## config.mk

```make
export PLATFORM = sky130hd
export DESIGN_NAME = mem_port_arbiter
export DESIGN_NICKNAME = d
export VERILOG_FILES = /design/src/rtl/mem_port_arbiter_pkg.sv /design/src/rtl/arb_req_buffer.sv /design/src/rtl/mem_port_arbiter.sv
export SDC_FILE = /design/constraint.sdc
export NUM_CORES = 1
export LEC_CHECK = 0
export ABC_AREA = 1
export CORE_AREA = 2 2 345 347
export DETAILED_ROUTE_END_ITERATION = 10
export DIE_AREA = 0 0 347 349
export REMOVE_ABC_BUFFERS = 1
export SLEW_MARGIN = 20
export SYNTH_ARGS = -nofsm -noshare
export SYNTH_HDL_FRONTEND = slang
export SYNTH_SLANG_ARGS = --single-unit
export TNS_END_PERCENT = 10
```

## constraint.sdc

```tcl
create_clock -name clock -period 2.6 [get_ports clock]
set_clock_uncertainty 0.2 [all_clocks]
set_input_delay 0.52 -clock clock [delete_from_list [all_inputs] [get_ports clock]]
set_output_delay 0.52 -clock clock [all_outputs]
set_load 0.01 [all_outputs]
```

## src/rtl/mem_port_arbiter_pkg.sv

```systemverilog
// rtl/mem_port_arbiter_pkg.sv - shared cache/memory request types and arbiter state encoding
package mem_port_arbiter_pkg;

    localparam int MEM_ADDR_W = 32;
    localparam int MEM_LINE_W = 128;

    typedef struct packed {
        logic                  valid;
        logic                  rw;
        logic [MEM_ADDR_W-1:0] addr;
        logic [MEM_LINE_W-1:0] data;
    } mem_req_type;

    typedef struct packed {
        logic                  ready;
        logic [MEM_LINE_W-1:0] data;
    } mem_data_type;

    typedef enum logic [1:0] {
        IDLE  = 2'd0,
        GRANT = 2'd1,
        WAIT  = 2'd2
    } arb_state_type;

endpackage

```

## src/rtl/arb_req_buffer.sv

```systemverilog
// rtl/arb_req_buffer.sv - single-entry pending request holder for one cache port
module arb_req_buffer
    import mem_port_arbiter_pkg::*;
(
    input  logic        clock,
    input  logic        reset,
    input  logic        set,
    input  mem_req_type req_in,
    input  logic        clear,
    output logic        pending,
    output mem_req_type entry,
    output logic        overflow
);

    // A pulse is only an overflow if the held request is not retiring this cycle.
    assign overflow = set && pending && !clear;

    always_ff @(posedge clock) begin
        if (reset) begin
            pending <= 1'b0;
            entry   <= '0;
        end else begin
            if (set && !overflow) begin
                entry <= req_in;
            end
            pending <= set || (pending && !clear);
        end
    end

endmodule

```

## src/rtl/mem_port_arbiter.sv

```systemverilog
// rtl/mem_port_arbiter.sv - shares one backing-memory port between I-cache and D-cache miss handlers
module mem_port_arbiter
    import mem_port_arbiter_pkg::*;
#(
    parameter int ADDR_W     = MEM_ADDR_W,
    parameter int LINE_W     = MEM_LINE_W,
    parameter int FIXED_PRIO = 0
) (
    input  logic         clock,
    input  logic         reset,
    input  mem_req_type  ic_req,
    output mem_data_type ic_rsp,
    input  mem_req_type  dc_req,
    output mem_data_type dc_rsp,
    output mem_req_type  mem_req,
    input  mem_data_type mem_rsp,
    output logic         owner,
    output logic         busy,
    output logic         proto_err
);

    if (ADDR_W != MEM_ADDR_W || LINE_W != MEM_LINE_W) begin : g_width_check
        $error("mem_port_arbiter widths must match the cache types package");
    end

    arb_state_type state_q, state_d;
    logic          owner_q, owner_d;
    logic          last_grant_q, last_grant_d;
    logic          ic_pending, dc_pending, ic_clear, dc_clear, ic_ovf, dc_ovf;
    logic          complete;
    mem_req_type   ic_entry, dc_entry, owner_entry;

    arb_req_buffer u_ic_buf (
        .clock    (clock),
        .reset    (reset),
        .set      (ic_req.valid),
        .req_in   (ic_req),
        .clear    (ic_clear),
        .pending  (ic_pending),
        .entry    (ic_entry),
        .overflow (ic_ovf)
    );

    arb_req_buffer u_dc_buf (
        .clock    (clock),
        .reset    (reset),
        .set      (dc_req.valid),
        .req_in   (dc_req),
        .clear    (dc_clear),
        .pending  (dc_pending),
        .entry    (dc_entry),
        .overflow (dc_ovf)
    );

    assign owner_entry = owner_q ? dc_entry : ic_entry;
    assign owner       = owner_q;
    assign busy        = (state_q != IDLE);

    always_ff @(posedge clock) begin
        if (reset) begin
            state_q      <= IDLE;
            owner_q      <= 1'b0;
            last_grant_q <= 1'b1;
            proto_err    <= 1'b0;
        end else begin
            state_q      <= state_d;
            owner_q      <= owner_d;
            last_grant_q <= last_grant_d;
            proto_err    <= proto_err || ic_ovf || dc_ovf;
        end
    end

    always_comb begin
        state_d      = state_q;
        owner_d      = owner_q;
        last_grant_d = last_grant_q;
        ic_clear     = 1'b0;
        dc_clear     = 1'b0;
        complete     = 1'b0;
        mem_req      = '0;
        ic_rsp       = '0;
        dc_rsp       = '0;

        case (state_q)
            IDLE: begin
                // A stray mem_rsp.ready here is deliberately ignored.
                if (ic_pending || dc_pending) begin
                    if (ic_pending && dc_pending) begin
                        owner_d = (FIXED_PRIO != 0) ? 1'b1 : !last_grant_q;
                    end else begin
                        owner_d = dc_pending;
                    end
                    state_d = GRANT;
                end
            end
            GRANT: begin
                mem_req       = owner_entry;
                mem_req.valid = 1'b1;
                complete      = mem_rsp.ready;
                state_d       = WAIT;
            end
            WAIT: begin
                mem_req       = owner_entry;
                mem_req.valid = 1'b0;
                complete      = mem_rsp.ready;
            end
            default: state_d = IDLE;
        endcase

        if (complete) begin
            state_d      = IDLE;
            last_grant_d = owner_q;
            if (owner_q) begin
                dc_rsp.ready = 1'b1;
                dc_rsp.data  = mem_rsp.data;
                dc_clear     = 1'b1;
            end else begin
                ic_rsp.ready = 1'b1;
                ic_rsp.data  = mem_rsp.data;
                ic_clear     = 1'b1;
            end
        end

        // Keep outputs quiet while reset is held, whatever state is being left.
        if (reset) begin
            mem_req = '0;
            ic_rsp  = '0;
            dc_rsp  = '0;
        end
    end

endmodule

```

==> impl_metrics.toml <==
[status]
outcome = "finished, violations left"
violations = "setup timing"

[detailed_routing]
wirelength_um = 126000
first_pass_iters = 6
vias_per_cell = 4.26
num_vias = 23229
drc_errors = 0
ant_nets = 0
drtIter0Drc = 1532
wl_per_cell_um = 23.0

[timing]
period_share_pct = 121
hold_viol_final = 0
min_period_ns = 3.15
worstMarginPinSlew_ns = 0.822
fmax_mhz = 317
max_slew_margin_pct = 45.2
grt_setup_unrepaired = "true"
setup_viol_count_final = 420
finalMaxSlewViolations = 0
setup_ws_ns = -0.553

[hold_path]
hold_path_class = "primary input to register"

[critical_path]
cp.arrival_ns = 2.43
ff2ff_setup_slack_ns = 0.47
critical_path_required_ns = 1.88
end_kind = "primary output"
cp_max_fo = 9
cp_common_cell = "buf_12"
cp_slowest_cell = "dfxtp_2"
cp_slowest_stage_delay_ns = 0.34
path_cells = "inv_2 > ha_4 > nand3_4 > nor2_4 > buf_12 > inv_12 > buf_12 > clkbuf_16 > nor2_4 > buf_6 > buf_12"
cp-start-kind = "register"
critical_path_class = "register to primary output"

[synthesis]
yosysUniqueCellTypes = 19
synthTopCellsByArea = "dfxtp_1 36%, nand2_1 14%, a21oi_1 13%, nor2_1 12%, nand3b_1 6.7%"
synth.area.mux_share_pct = 0
synth_top_area_share_pct = 36.4
synth_top_area_cell = "dfxtp_1"
synth_adder_area_share_pct = 0.276
ys_seq_elements = 329
synthSimpleGateAreaFrac_pct = 37.1
synth.yosys.warnings = 0
synth_compound_area_share_pct = 13.6
yosysSeqAreaShare_pct = 36.4
syn_area_um2 = 18100
synth_top_family_by_area = "simple AND/OR/NAND/NOR gates"
syn_area_per_cell_um2 = 6.14
synth-xor-area-share_pct = 0
synthCells = 2952

[run]
cap_violations = 0

[final_layout]
layout.nets = 4312
postLayoutCoreUtil_pct = 28.3
fillers = 12909
stdcell_area_um2 = 33300
drive_above_1_share_pct = 21.3
instances_no_fill = 5451
mostFrequentLayoutCells = "653 x nand2_1, 455 x clkdlybuf4s50_1, 441 x nor2_1, 424 x a21oi_1, 326 x dfxtp_1"
final_common_cell = "nand2_1"
area_delta_synth_final_pct = 83.7

[floorplan]
ios = 878
die_x_um = 347
fp.coreArea_um2 = 117000
initial_core_util_pct = 15.4
dieArea_um2 = 121000
rows = 126
chipHeight_um = 349

[place]
routabilityCongestion = 0.971
port_buffers = 877
dp_hpwl_um = 98400
place_area_um2 = 30300
place_inst = 5306

[grt]
grt_pass1_wl_um = 167000
grt_max_degree = 146
antenna_found_initial = 87
grt_pass1_vias = 21340
grt_usage_pct = 19.5
gr-total-overflow = 0

[clock_network]
worst_skew_pair.late_latency_ns = 0.59
h-tree-depth = 2
clk_path_buf_depth = 3
cts_tree = "yes"
clock-sinks = 329
clockRootBuffer = "clkbuf_16"
clkTransAtPathRegs_ns = 0.07
cts-buffers-inserted = 42

[power]
power_density_nw_per_um2 = 554
irDropWorstVdd_mv = 0.366
p_leak_uw = 0.0166
layer usage:
metal / global-route usage [%] / up-vias / part of all wire [%]
li1: - / 11057 / -
met1: 18.7 / 10767 / 33
met2: 35.1 / 1050 / 50
met3: 5.35 / 337 / 7.5
met4: 15.9 / 18 / 9.7
met5: 0 / - / 0.096
report_power, final:
part	internal, uW	switching [uW]	total [uW]
registers	5580	288	5870
logic	3010	3590	6600
clock network	3470	2480	5950
cells by family (layout without fill, tap and decap cells):
family                   Yosys count  count (layout)
AND/OR/NAND/NOR                 1569            1569
other                              0              34
adder cells (fa/ha/maj)            4               4
AO/OA/AOI/OAI                    491             491
buffers and inverters            559            1488
flip-flops                       329             329
flip-flops by register name (all words and copies together) (netlist names):
| register | flops |
|---|---|
| last_grant_q | 1 |
| owner | 1 |
| proto_err | 1 |
| state_q | 2 |
| u_dc_buf.entry | 161 |
| u_dc_buf.pending | 1 |
| u_ic_buf.entry | 161 |
| u_ic_buf.pending | 1 |
critical path, delay by kind of cell (launching register included):
family                   cells  cell delay [ns]
buffers and inverters        7             0.84
AND/OR/NAND/NOR              3             0.34
flip-flops                   1             0.34
adder cells (fa/ha/maj)      1             0.31
worst paths after layout:
path                        end  cells past startpoint               start
max reg2reg  u_dc_buf.entry[23]                     10          state_q[0]
min          u_dc_buf.entry[29]                      3         dc_req[161]
max                  ic_rsp[38]                     11          state_q[0]
min reg2reg  u_ic_buf.entry[28]                      2  u_ic_buf.entry[28]
cell type report:
| class | instances | area [um2] | area share [%] |
|---|---|---|---|
| inverter | 301 | 1160 | 3.50 |
| clock buffer | 62 | 1240 | 3.72 |
| sequential | 329 | 6590 | 19.8 |
| timing repair inverter | 1 | 16.3 | 0.0489 |
| antenna | 34 | 85.1 | 0.256 |
| timing repair buffer | 1114 | 11800 | 35.4 |
| clock inverter | 10 | 108 | 0.323 |
| tap | 1536 | 1920 | 5.77 |
| multi-input combinational | 2064 | 10400 | 31.2 |
Yosys cell counts:
cell type  count
nand2_1      653
nor2_1       585
a21oi_1      488
dfxtp_1      329
inv_1        297
nand3_1      166
nand3b_1     161
clkbuf_1     110
buf_2         90
buf_1         34
buf_4         24
ha_1           4
inv_2          4
nand2_2        2
a31oi_1        1
nand3_2        1
nor2_2         1
o211ai_2       1
o21ai_0        1
metrics by stage:
step	hold WS [ns]	setup slack (ns)	total power (uW)	TNS, ns
5_1_grt	0.151	-0.629	19300	-196.16
3_5_place_dp	0.267	-0.757	11900	-294.73
6_report	0.172	-0.553	18400	-155.06
3_3_place_gp	0.260	-0.739	11900	-284.87
4_1_cts	0.123	-0.822	18300	-252.50
2_1_floorplan	0.251	-6.07	8340	-3505.60
timing repair:
action | 4_1_cts | 5_1_grt
hold buffers | 0 | 0
buffers inserted | 15 | 8
setup endpoints to repair | 421 | 421
gates resized for setup | 602 | 752
pin swaps | 5 | 6
cloned | 12 | 7
Power figures use the tool's default switching activity.
